**config.mk**
```make
export PLATFORM = sky130hd
export DESIGN_NAME = bin2bcd_seq
export DESIGN_NICKNAME = d
export VERILOG_FILES = /design/src/rtl/bin2bcd_pkg.sv /design/src/rtl/bcd_add3_digit.sv /design/src/rtl/bin2bcd_seq.sv
export SDC_FILE = /design/constraint.sdc
export NUM_CORES = 1
export LEC_CHECK = 0
export ABC_AREA = 1
export ABC_CLOCK_PERIOD_IN_PS = 5250
export CAP_MARGIN = 0
export CORE_ASPECT_RATIO = 0.7
export CORE_UTILIZATION = 62
export CTS_BUF_LIST = sky130_fd_sc_hd__clkbuf_8
export DETAILED_ROUTE_END_ITERATION = 6
export PLACE_DENSITY = 0.88
export SLEW_MARGIN = 20
export SYNTH_ARGS = -nofsm -noshare
export SYNTH_HDL_FRONTEND = slang
export SYNTH_SLANG_ARGS = --single-unit
```
**constraint.sdc**
```tcl
create_clock -name clk -period 5.25 [get_ports clk]
set_input_delay 0.525 -clock clk [delete_from_list [all_inputs] [get_ports clk]]
set_output_delay 0.525 -clock clk [all_outputs]
set_load 0.02 [all_outputs]
```
**src/rtl/bin2bcd_pkg.sv**
```systemverilog
// Shared types and helpers for the sequential binary-to-BCD converter.
// Optional feature macro used by the top: BIN2BCD_LEADING_ZERO_BLANK_EN.
package bin2bcd_pkg;

    // Legacy state encodings, kept as plain constants for older code that compares raw bits
    localparam logic [1:0] ST_IDLE  = 2'd0;
    localparam logic [1:0] ST_SHIFT = 2'd1;
    localparam logic [1:0] ST_DONE  = 2'd2;

    typedef enum logic [1:0] {
        IDLE  = ST_IDLE,
        SHIFT = ST_SHIFT,
        DONE  = ST_DONE
    } state_e;

    typedef logic [3:0] bcd_digit_t;

    localparam bcd_digit_t BCD_NINE = 4'h9;

    // Each BCD digit absorbs a bit more than three binary bits, so ceil(width/3)
    // digits always hold the full unsigned value.
    function automatic int int_digits(input int width);
        return (width + 2) / 3;
    endfunction

endpackage

```
**src/rtl/bcd_add3_digit.sv**
```systemverilog
// One double-dabble correction cell: a digit of 5 or more gets +3 so that the
// following left shift carries correctly into the next decimal digit.
module bcd_add3_digit
    import bin2bcd_pkg::*;
(
    input  bcd_digit_t digit_in,
    output bcd_digit_t digit_out
);

    // Pre-shift correction; values 5..9 map to 8..12, never past 4 bits
    always_comb begin
        digit_out = digit_in;
        if (digit_in >= 4'd5) begin
            digit_out = digit_in + 4'd3;
        end
    end

endmodule

```
**src/rtl/bin2bcd_seq.sv**
```systemverilog
// Sequential shift-add-3 converter: unsigned binary in, packed BCD out, one
// bit per clock. Results are registered and held until the next completion;
// values above 10^DIGITS-1 saturate to all nines with overflow set.
// Optional: define BIN2BCD_LEADING_ZERO_BLANK_EN to add the blank_mask output.
module bin2bcd_seq
    import bin2bcd_pkg::*;
#(
    parameter int WIDTH  = 16,
    parameter int DIGITS = 4
) (
    input  logic                  clk,
    input  logic                  rst,
    input  logic                  in_valid,
    input  logic [WIDTH-1:0]      in_value,
    output logic                  in_ready,
    output logic                  out_valid,
    output logic [4*DIGITS-1:0]   bcd_out,
    output logic                  overflow,
    output logic                  busy
`ifdef BIN2BCD_LEADING_ZERO_BLANK_EN
    ,
    output logic [DIGITS-1:0]     blank_mask
`endif
);

    localparam int INT_DIGITS = int_digits(WIDTH);
    localparam int ACC_W      = 4 * INT_DIGITS;
    localparam int OUT_W      = 4 * DIGITS;
    localparam int EXT_DIGITS = (INT_DIGITS > DIGITS) ? INT_DIGITS : DIGITS;
    localparam int EXT_W      = 4 * EXT_DIGITS;
    localparam int CNT_W      = $clog2(WIDTH + 1);

    state_e             state_q, state_d;
    logic [WIDTH-1:0]   sh_q, sh_d;
    logic [ACC_W-1:0]   acc_q, acc_d;
    logic [CNT_W-1:0]   cnt_q, cnt_d;
    logic [OUT_W-1:0]   bcd_q, bcd_d;
    logic               ovf_q, ovf_d;

    logic [ACC_W-1:0]       acc_adj;
    logic [ACC_W+WIDTH-1:0] shifted;
    logic [ACC_W-1:0]       acc_shift;
    logic [WIDTH-1:0]       sh_shift;
    logic [EXT_W-1:0]       acc_ext;
    logic [OUT_W-1:0]       bcd_n;
    logic                   ovf_n;

    genvar g;
    for (g = 0; g < INT_DIGITS; g++) begin : g_add3
        bcd_add3_digit u_add3 (
            .digit_in  (acc_q[4*g +: 4]),
            .digit_out (acc_adj[4*g +: 4])
        );
    end

    // The accumulator and the remaining binary bits move left as one word
    assign shifted   = {acc_adj, sh_q} << 1;
    assign acc_shift = shifted[ACC_W+WIDTH-1:WIDTH];
    assign sh_shift  = shifted[WIDTH-1:0];

    // Zero-extend so digit selects stay in range even when DIGITS > INT_DIGITS
    assign acc_ext = EXT_W'(acc_shift);

    // Saturate and present the low digits of the post-shift accumulator
    always_comb begin
        ovf_n = 1'b0;
        bcd_n = '0;
        for (int i = DIGITS; i < EXT_DIGITS; i++) begin
            if (acc_ext[4*i +: 4] != 4'd0) begin
                ovf_n = 1'b1;
            end
        end
        for (int i = 0; i < DIGITS; i++) begin
            bcd_n[4*i +: 4] = ovf_n ? BCD_NINE : acc_ext[4*i +: 4];
        end
    end

`ifdef BIN2BCD_LEADING_ZERO_BLANK_EN
    logic [DIGITS-1:0] blank_q, blank_d;
    logic [DIGITS-1:0] blank_n;
    logic              upper_zero;

    // A digit blanks when it and every presented digit above it are zero; digit 0 always shows
    always_comb begin
        blank_n    = '0;
        upper_zero = 1'b1;
        for (int i = DIGITS - 1; i >= 1; i--) begin
            upper_zero = upper_zero && (bcd_n[4*i +: 4] == 4'd0);
            blank_n[i] = upper_zero && !ovf_n;
        end
    end
`endif

    // Next-state and datapath control for IDLE -> SHIFT x WIDTH -> DONE
    always_comb begin
        state_d = state_q;
        sh_d    = sh_q;
        acc_d   = acc_q;
        cnt_d   = cnt_q;
        bcd_d   = bcd_q;
        ovf_d   = ovf_q;
`ifdef BIN2BCD_LEADING_ZERO_BLANK_EN
        blank_d = blank_q;
`endif
        case (state_q)
            IDLE: begin
                if (in_valid) begin
                    sh_d    = in_value;
                    acc_d   = '0;
                    cnt_d   = '0;
                    state_d = SHIFT;
                end
            end
            SHIFT: begin
                acc_d = acc_shift;
                sh_d  = sh_shift;
                cnt_d = cnt_q + CNT_W'(1);
                // Last iteration: the result registers load on the edge entering DONE
                if (cnt_q == CNT_W'(WIDTH - 1)) begin
                    state_d = DONE;
                    bcd_d   = bcd_n;
                    ovf_d   = ovf_n;
`ifdef BIN2BCD_LEADING_ZERO_BLANK_EN
                    blank_d = blank_n;
`endif
                end
            end
            DONE: begin
                state_d = IDLE;
            end
            default: begin
                state_d = IDLE;
            end
        endcase
    end

    // State and datapath registers; reset aborts any conversion in flight
    always_ff @(posedge clk or posedge rst) begin
        if (rst) begin
            state_q <= IDLE;
            sh_q    <= '0;
            acc_q   <= '0;
            cnt_q   <= '0;
            bcd_q   <= '0;
            ovf_q   <= 1'b0;
`ifdef BIN2BCD_LEADING_ZERO_BLANK_EN
            blank_q <= '0;
`endif
        end else begin
            state_q <= state_d;
            sh_q    <= sh_d;
            acc_q   <= acc_d;
            cnt_q   <= cnt_d;
            bcd_q   <= bcd_d;
            ovf_q   <= ovf_d;
`ifdef BIN2BCD_LEADING_ZERO_BLANK_EN
            blank_q <= blank_d;
`endif
        end
    end

    assign in_ready  = (state_q == IDLE);
    assign out_valid = (state_q == DONE);
    assign busy      = (state_q != IDLE);
    assign bcd_out   = bcd_q;
    assign overflow  = ovf_q;
`ifdef BIN2BCD_LEADING_ZERO_BLANK_EN
    assign blank_mask = blank_q;
`endif

endmodule

```
# Word level (Yosys, flattened, before mapping)
# Index checks and enable logic that the tools add are counted.
[totals]
reg_bits = 64
in_bits = 19
output_inout_bits = 20
wordCells = 53
[op_classes]
n_addsub = 7
magnitude_cmp = 6
n_eq_ne = 5
muxes = 21
n_reduce_logical = 8
[op_table]
columns = ["cell", "count"]
rows = [
  ["$pmux 24 s2", 1],
  ["$mux 4", 9],
  ["$pmux 16 s2", 1],
  ["$ge 4x3->1 const B", 6],
  ["$mux 24", 1],
  ["$add 4x2->4 const B", 5],
  ["$mux 16", 1],
  ["$pmux 5 s2", 1],
  ["$reduce_bool 4->1", 2],
  ["$reduce_and 2->1", 3],
  ["$add 5x1->5 const B", 1],
  ["$eq 5x4->1 const B", 1],
  ["$mux 5", 1],
  ["$mux 2", 2],
  ["$ne 2x2->1 const B", 2],
  ["$pmux 2 s2", 1],
  ["$reduce_bool 2->1", 2],
  ["$add 3x2->3 const B", 1],
  ["$mux 3", 1],
  ["$eq 2x1->1 const B", 1],
  ["$eq 2x2->1 const B", 1],
  ["$logic_not 2->1", 1],
  ["$mux 1", 2],
]

# Depth between registers and ports, before layout
# Gate-level depths: netlist of run 1.
[depth]
depth_word = 6
depth_mapped = 13
mapped_depth_nobuf = 13

# By module
# A second synthesis of run 1 with hierarchy kept.
[unflattened]
hier_cells = 462
area_unflattened_um2 = 3575.9
[modules_own_cells]
columns = ["mod", "n_inst", "cells_per_inst", "area_each_um2", "seq_area_each_um2"]
rows = [
  ["bin2bcd_seq", 1, 324, 2765.2, 1601.5],
  ["bcd_add3_digit", 6, 23, 135.1, 0.0],
]

# Worst setup path after synthesis of run 1
# OpenSTA, ideal clock, no wires.
[synth_path]
path_type = "register to register"
start = "register cnt_q[0]"
end = "register bcd_q[11], in the netlist bcd_out[11]"
setup_ps = 120
arrival_time_ps = 1448
required_time_ps = 5130
setup_slack_ps = 3682
stages_incl_launch_ff = 10
period_less_slack_ps = 1568
path_cell_list = "dfrtp_1 ha_1 nand2_1 nor2_1 ha_1 inv_1 nor2_8 buf_2 o21ai_0 nand2_1"
[synth_between]
elab_chain_cells = 2
[synth_rtl]
columns = ["element", "line", "rtl"]
rows = [
  ["start, declared", "bin2bcd_seq.sv:36", "logic [CNT_W-1:0] cnt_q, cnt_d;"],
  ["start signal, assigned", "bin2bcd_seq.sv:153", "cnt_q <= cnt_d;"],
  ["$eq 5x4->1", "bin2bcd_seq.sv:119", "if (cnt_q == CNT_W'(WIDTH - 1)) begin"],
  ["$reduce_and 2->1 (no source line)", "n/a", ""],
  ["end signal, assigned", "bin2bcd_seq.sv:144", "bcd_q <= '0;"],
  ["end signal, assigned", "bin2bcd_seq.sv:154", "bcd_q <= bcd_d;"],
  ["end, declared", "bin2bcd_seq.sv:37", "logic [OUT_W-1:0] bcd_q, bcd_d;"],
]
# No other way between the ends.
# A chain may end at the register's enable or synchronous reset.

# Worst setup path in the final report of run 1
[layout_path]
start = "register state_q[0]"
end = "output in_ready"
[layout_between]
elab_chain_cells = 1
[layout_rtl]
columns = ["element", "line", "rtl"]
rows = [
  ["start, declared", "bin2bcd_seq.sv:33", "state_e state_q, state_d;"],
  ["start signal, assigned", "bin2bcd_seq.sv:150", "state_q <= state_d;"],
  ["$logic_not 2->1", "bin2bcd_seq.sv:162", "assign in_ready = (state_q == IDLE);"],
  ["end, declared", "bin2bcd_seq.sv:15", "output logic in_ready,"],
]
# No other way between the ends.

==> flow_metrics.tcl, run 1 <==
set metrics [dict create \
    fin_cells 474 \
    postRouteAntennaNets 0 \
    worst_pin_slew_ps 947 \
    grt-ovfl-total 0 \
    cpMaxStageDelayCell "clkdlybuf4s50_1" \
    ys_seq_elements 64 \
    crit_buf_inv 1 \
    cellPowerDensity_nw_per_um2 676 \
    synthTopCellsByArea "dfrtp_1 51%, nand2_1 12%, inv_1 5.9%" \
    io_buffers 38 \
    drive_above_1_share 0.0642 \
    drtIter0Drc 145 \
    routed_wl_mm 6.71 \
    place_ws_ps 3050 \
    cts.path.max_buffers 2 \
    power.total_mw 2.56 \
    max-vdd-ir-drop_mv 0.315 \
    setup_viol_count_final 0 \
    ios 39 \
    finalCritPeriodShare 0.408 \
    fp-row-count 21 \
    critical_path.max_stage_delay_ps 630 \
    setup-tns-final_ps 0 \
    dieWidth_um 87.0 \
    core_area_um2 4830 \
    nets 433 \
    status "complete, no violations" \
    maxCapViolCount 0 \
    setup_slack_ps 3110 \
    avgSynthCellArea_um2 8.72 \
    cp-start-kind "flop" \
    placedCellCount 458 \
    cts_num_sinks 64 \
    dpl.hpwl_mm 4.42 \
    skew_ps 7.25 \
    critical_path_class "reg2out" \
    slew_headroom 0.366 \
    die_y_um 61.5 \
    final_common_cell "nand2_1" \
    cts_setup_buffers 0 \
    p_leak_nw 1.76 \
    track_usage 0.285 \
    drt-pass1-iter-count 4 \
    crit_family "buffers and inverters" \
    yosys_warnings 0 \
    final_core_util 0.783 \
    grt_max_degree 65 \
    ctsHtreeMaxLevel 3 \
    die_area_um2 5350 \
    antenna_cells 0 \
    comb_power_share 0.484 \
    synth_area_um2 3140 \
    rsz0062_at_grt "false" \
    vias 2569 \
    p_int_mw 1.47 \
    hold_class "reg2reg" \
    ctsRootBufferMaster "clkbuf_8" \
    fmax_mhz 467 \
    wl_per_cell_um 14.2 \
    antenna_found_initial 0 \
    p_clk_frac 0.182 \
    hold_buffers 0 \
    final_cell_mix "99 x nand2_1, 64 x dfrtp_1, 48 x inv_1" \
    area.growth.synth_to_final_pct 20.7 \
    cp.arrival_ps 1620 \
    synth_cell_types 28 \
    drc 0 \
    gp_congestion 0.822 \
    cts_tree "yes" \
    met2_usage 0.471 \
    cts_resized 0 \
    crit_chain "nor2_1 > clkdlybuf4s50_1" \
    power.sequential.fraction 0.334 \
    cts_buffers 9 \
    synth_top_area_cell "dfrtp_1" \
    drv_slew 0 \
    grt.met1_usage 0.368 \
    syn_inst 360 \
    worstSkewPairLatency_ps 340 \
    top_usage_layer "met2" \
    clk_pin_slew_worst_paths_ps 70 \
    path_max_fanout 5 \
    power.switching_mw 1.09 \
    period_minus_slack_ps 2140 \
    ys_seq_area_frac 0.510 \
    routed_via_density 5.42 \
    grt_pass1_vias 2511 \
    grt_util_met3 0.0804 \
    swShare 0.427 \
    synth_top_area_share 0.510 \
    finalHoldViolCount 0 \
    start_util 0.649 \
    syn_nets 393 \
    crit_required_ps 4720 \
    cp-end-kind "output pin" \
    grt_pass1_wl_mm 11.3 \
]
path summary, 6_finish.rpt:
| path | from | endpoint | slack [ps] | depth (start not counted) |
|---|---|---|---|---|
| min in group asynchronous | rst | bcd_out[11] | 730 | 3 |
| min reg2reg | sh_q[11] | sh_q[11] | 490 | 2 |
| max | state_q[0] | in_ready | 3110 | 2 |
| max reg2reg | cnt_q[0] | bcd_out[2] | 3150 | 9 |
| min | sh_q[11] | sh_q[11] | 490 | 2 |
| max in group asynchronous | rst | overflow | 4020 | 3 |
tightest hold or removal path: stages (launching register included):
cell,delay (ps)
dfrtp_1,350
nand2_1,50
nand2_1,50
layer usage:
layer | wire length, µm | vias up
met5 | 0 | -
met4 | 79 | 0
li1 | - | 1268
met1 | 3190 | 1235
met3 | 278 | 7
met2 | 3160 | 59
logic make-up after synthesis:
logic type / Yosys count / synth area share
and+or+nand+nor: 125 / 0.170
AOI/OAI and AO/OA: 86 / 0.162
DFF: 64 / 0.510
buffers and inverters: 63 / 0.0793
adders and majority gates: 14 / 0.0558
xor gates and xnor gates: 8 / 0.0223
cell usage after synthesis (all sizes together):
| library cell | count |
|---|---|
| buf | 9 |
| a22o | 1 |
| clkinv | 2 |
| a21oi | 9 |
| nor2 | 10 |
| dfrtp | 64 |
| o221ai | 5 |
| o22ai | 25 |
| a22oi | 6 |
| nand4 | 4 |
| xor2 | 8 |
| nand2 | 102 |
| clkbuf | 2 |
| ha | 14 |
| or2 | 1 |
| inv | 50 |
| o211ai | 4 |
| o21ai | 36 |
| nand3 | 8 |
power groups by stage:
stage / Clock [mW] / Sequential [mW] / Combinational [mW]
after CTS: 0.474 / 0.851 / 1.24
after global placement: 0 / 0.847 / 1.15
after detailed placement: 0 / 0.855 / 1.22
after global routing: 0.496 / 0.880 / 1.40
final: 0.465 / 0.854 / 1.24
after floorplan: 0 / 0.890 / 0.831
sequential cells by signal, summed over array words and instances, names as in the netlist:
signal and cells:
acc_q 24, bcd_out 16, sh_q 16, cnt_q 5, state_q 2, overflow 1
metrics by stage:
step | cell area [µm²] | hold WS [ps]
after CTS | 3790 | 488
after floorplan | 3140 | 450
after detailed placement | 3570 | 472
after global placement | 3570 | 467
after global routing | 3790 | 529
final | 3790 | 490
area by class of cell:
cell class / instances / area, µm²
well taps: 69 / 86.3
multi-input cells: 233 / 1290
inverters: 52 / 195
clock inverters: 6 / 82.6
flip-flops and latches: 64 / 1600
clock buffers: 10 / 138
fillers: 321 / 1050
repair buffers: 40 / 395
Power figures use the tool's default switching activity.
==> run 2, diff against run 1 <==
--- a/config.mk
+++ b/config.mk
@@ -6,13 +6,13 @@
 export NUM_CORES = 1
 export LEC_CHECK = 0
 export ABC_AREA = 1
-export ABC_CLOCK_PERIOD_IN_PS = 5250
+export ABC_CLOCK_PERIOD_IN_PS = 2200
 export CAP_MARGIN = 0
 export CORE_ASPECT_RATIO = 0.7
-export CORE_UTILIZATION = 62
+export CORE_UTILIZATION = 57
 export CTS_BUF_LIST = sky130_fd_sc_hd__clkbuf_8
 export DETAILED_ROUTE_END_ITERATION = 6
-export PLACE_DENSITY = 0.88
+export PLACE_DENSITY = 0.82
 export SLEW_MARGIN = 20
 export SYNTH_ARGS = -nofsm -noshare
 export SYNTH_HDL_FRONTEND = slang
==> constraint.sdc (replaced) <==
create_clock -name clk -period 2.2 [get_ports clk]
set_input_delay 0.22 -clock clk [delete_from_list [all_inputs] [get_ports clk]]
set_output_delay 0.22 -clock clk [all_outputs]
set_load 0.02 [all_outputs]
==> flow_metrics.tcl, run 2 (same netlist as run 1, synthesis figures left out) <==
set metrics [dict create \
    cts_resized 0 \
    io_buffers 38 \
    slew_headroom 0.702 \
    wl_per_cell_um 13.5 \
    cp-start-kind "flop" \
    ctsHtreeMaxLevel 3 \
    cts_setup_buffers 0 \
    drtIter0Drc 197 \
    grt_max_degree 30 \
    worstSkewPairLatency_ps 340 \
    die_area_um2 5810 \
    r2r_setup_slack_ps 270 \
    nets 438 \
    skew_ps 5.57 \
    cts_tree "yes" \
    setup-tns-final_ps 0 \
    hold_class "in2async" \
    cp-end-kind "flop" \
    cp.arrival_ps 2140 \
    startpoint "cnt_q[0]" \
    grt_pass1_vias 2500 \
    regMostFlops "acc_q" \
    drv_slew 0 \
    cts.path.max_buffers 2 \
    drc 0 \
    max-vdd-ir-drop_mv 0.715 \
    worstReg2RegEnd "bcd_out[14]" \
    area.growth.synth_to_final_pct 22.3 \
    dieWidth_um 90.7 \
    status "complete, no violations" \
    holdWs_ps 202 \
    fin_cells 482 \
    ctsRootBufferMaster "clkbuf_8" \
    setup_viol_count_final 0 \
    maxCapViolCount 0 \
    finalHoldViolCount 0 \
    finalCritPeriodShare 0.878 \
    die_y_um 64.1 \
    p_leak_nw 1.79 \
    cts_num_sinks 64 \
    track_usage 0.252 \
    crit_required_ps 2410 \
    postRouteAntennaNets 0 \
    drt-pass1-iter-count 4 \
    final_cell_mix "99 x nand2_1, 64 x dfrtp_1, 49 x inv_1" \
    antenna_found_initial 0 \
    antenna_cells 0 \
    critical_path_class "reg2reg" \
    drive_above_1_share 0.0732 \
    hold_buffers 0 \
    final_common_cell "nand2_1" \
    worst_pin_slew_ps 446 \
    period_minus_slack_ps 1930 \
    clk_pin_slew_worst_paths_ps 70 \
    fp-row-count 22 \
    path_max_fanout 28 \
    cellPowerDensity_nw_per_um2 1590 \
    gp_congestion 0.805 \
    vias 2599 \
    rsz0062_at_grt "false" \
    routed_wl_mm 6.52 \
    cts_buffers 9 \
    fillers 387 \
    core_area_um2 5260 \
    placedCellCount 466 \
    grt-ovfl-total 0 \
    grt_pass1_wl_mm 11.3 \
    routed_via_density 5.39 \
    r2r-start "cnt_q[0]" \
    r2r_cells 10 \
    ios 39 \
    dpl.hpwl_mm 4.68 \
    start_util 0.597 \
    fmax_mhz 518 \
    largest_reg_flops 24 \
]
## run 2: report_power, final
part,internal (mW),switching [mW]
clock network,0.641,0.433
logic,1.15,1.84
registers,1.72,0.313
## run 2: layout make-up
| class | instances | area (µm²) | share of cell area |
|---|---|---|---|
| inverters | 52 | 195 | 0.0509 |
| flip-flops and latches | 64 | 1600 | 0.417 |
| repair buffers | 45 | 445 | 0.116 |
| clock buffers | 13 | 179 | 0.0466 |
| well taps | 72 | 90.1 | 0.0235 |
| multi-input cells | 233 | 1290 | 0.336 |
| clock inverters | 3 | 38.8 | 0.0101 |
## run 2: how the worst max path moves through the flow
stage	slack, ps	cells after the start	endpoint
after floorplan	380	1	acc_q[0]
after global placement	470	5	cnt_q[1]
after detailed placement	360	10	bcd_out[10]
after CTS	290	10	bcd_out[14]
after global routing	80	10	bcd_out[14]
final	270	10	bcd_out[14]
## run 2: stage by stage
stage	power [mW]	area, µm²	worst slack (ps)	util
after floorplan	4.11	3140	382	-
after global placement	4.87	3620	472	0.688
after detailed placement	5.02	3620	364	0.688
after CTS	6.13	3840	286	0.730
after global routing	6.60	3840	79.5	0.730
final	6.10	3840	268	0.730
## run 2: critical path: stages (launching register included)
cell	delay, ps
dfrtp_1	400
ha_1	190
nand2_1	80
nor2_1	120
ha_1	190
inv_1	100
nor2_8	180
buf_4	290
nand2_1	80
o21ai_0	100
a21oi_1	80
## run 2: per-layer routing
metal	share of wire	wire, µm	vias to the layer above	global-route usage
met5	0	0	-	0
li1	-	-	1280	-
met3	0.041	269	9	0.0702
met4	0.011	70	0	0.0806
met2	0.48	3100	70	0.402
met1	0.47	3080	1240	0.336
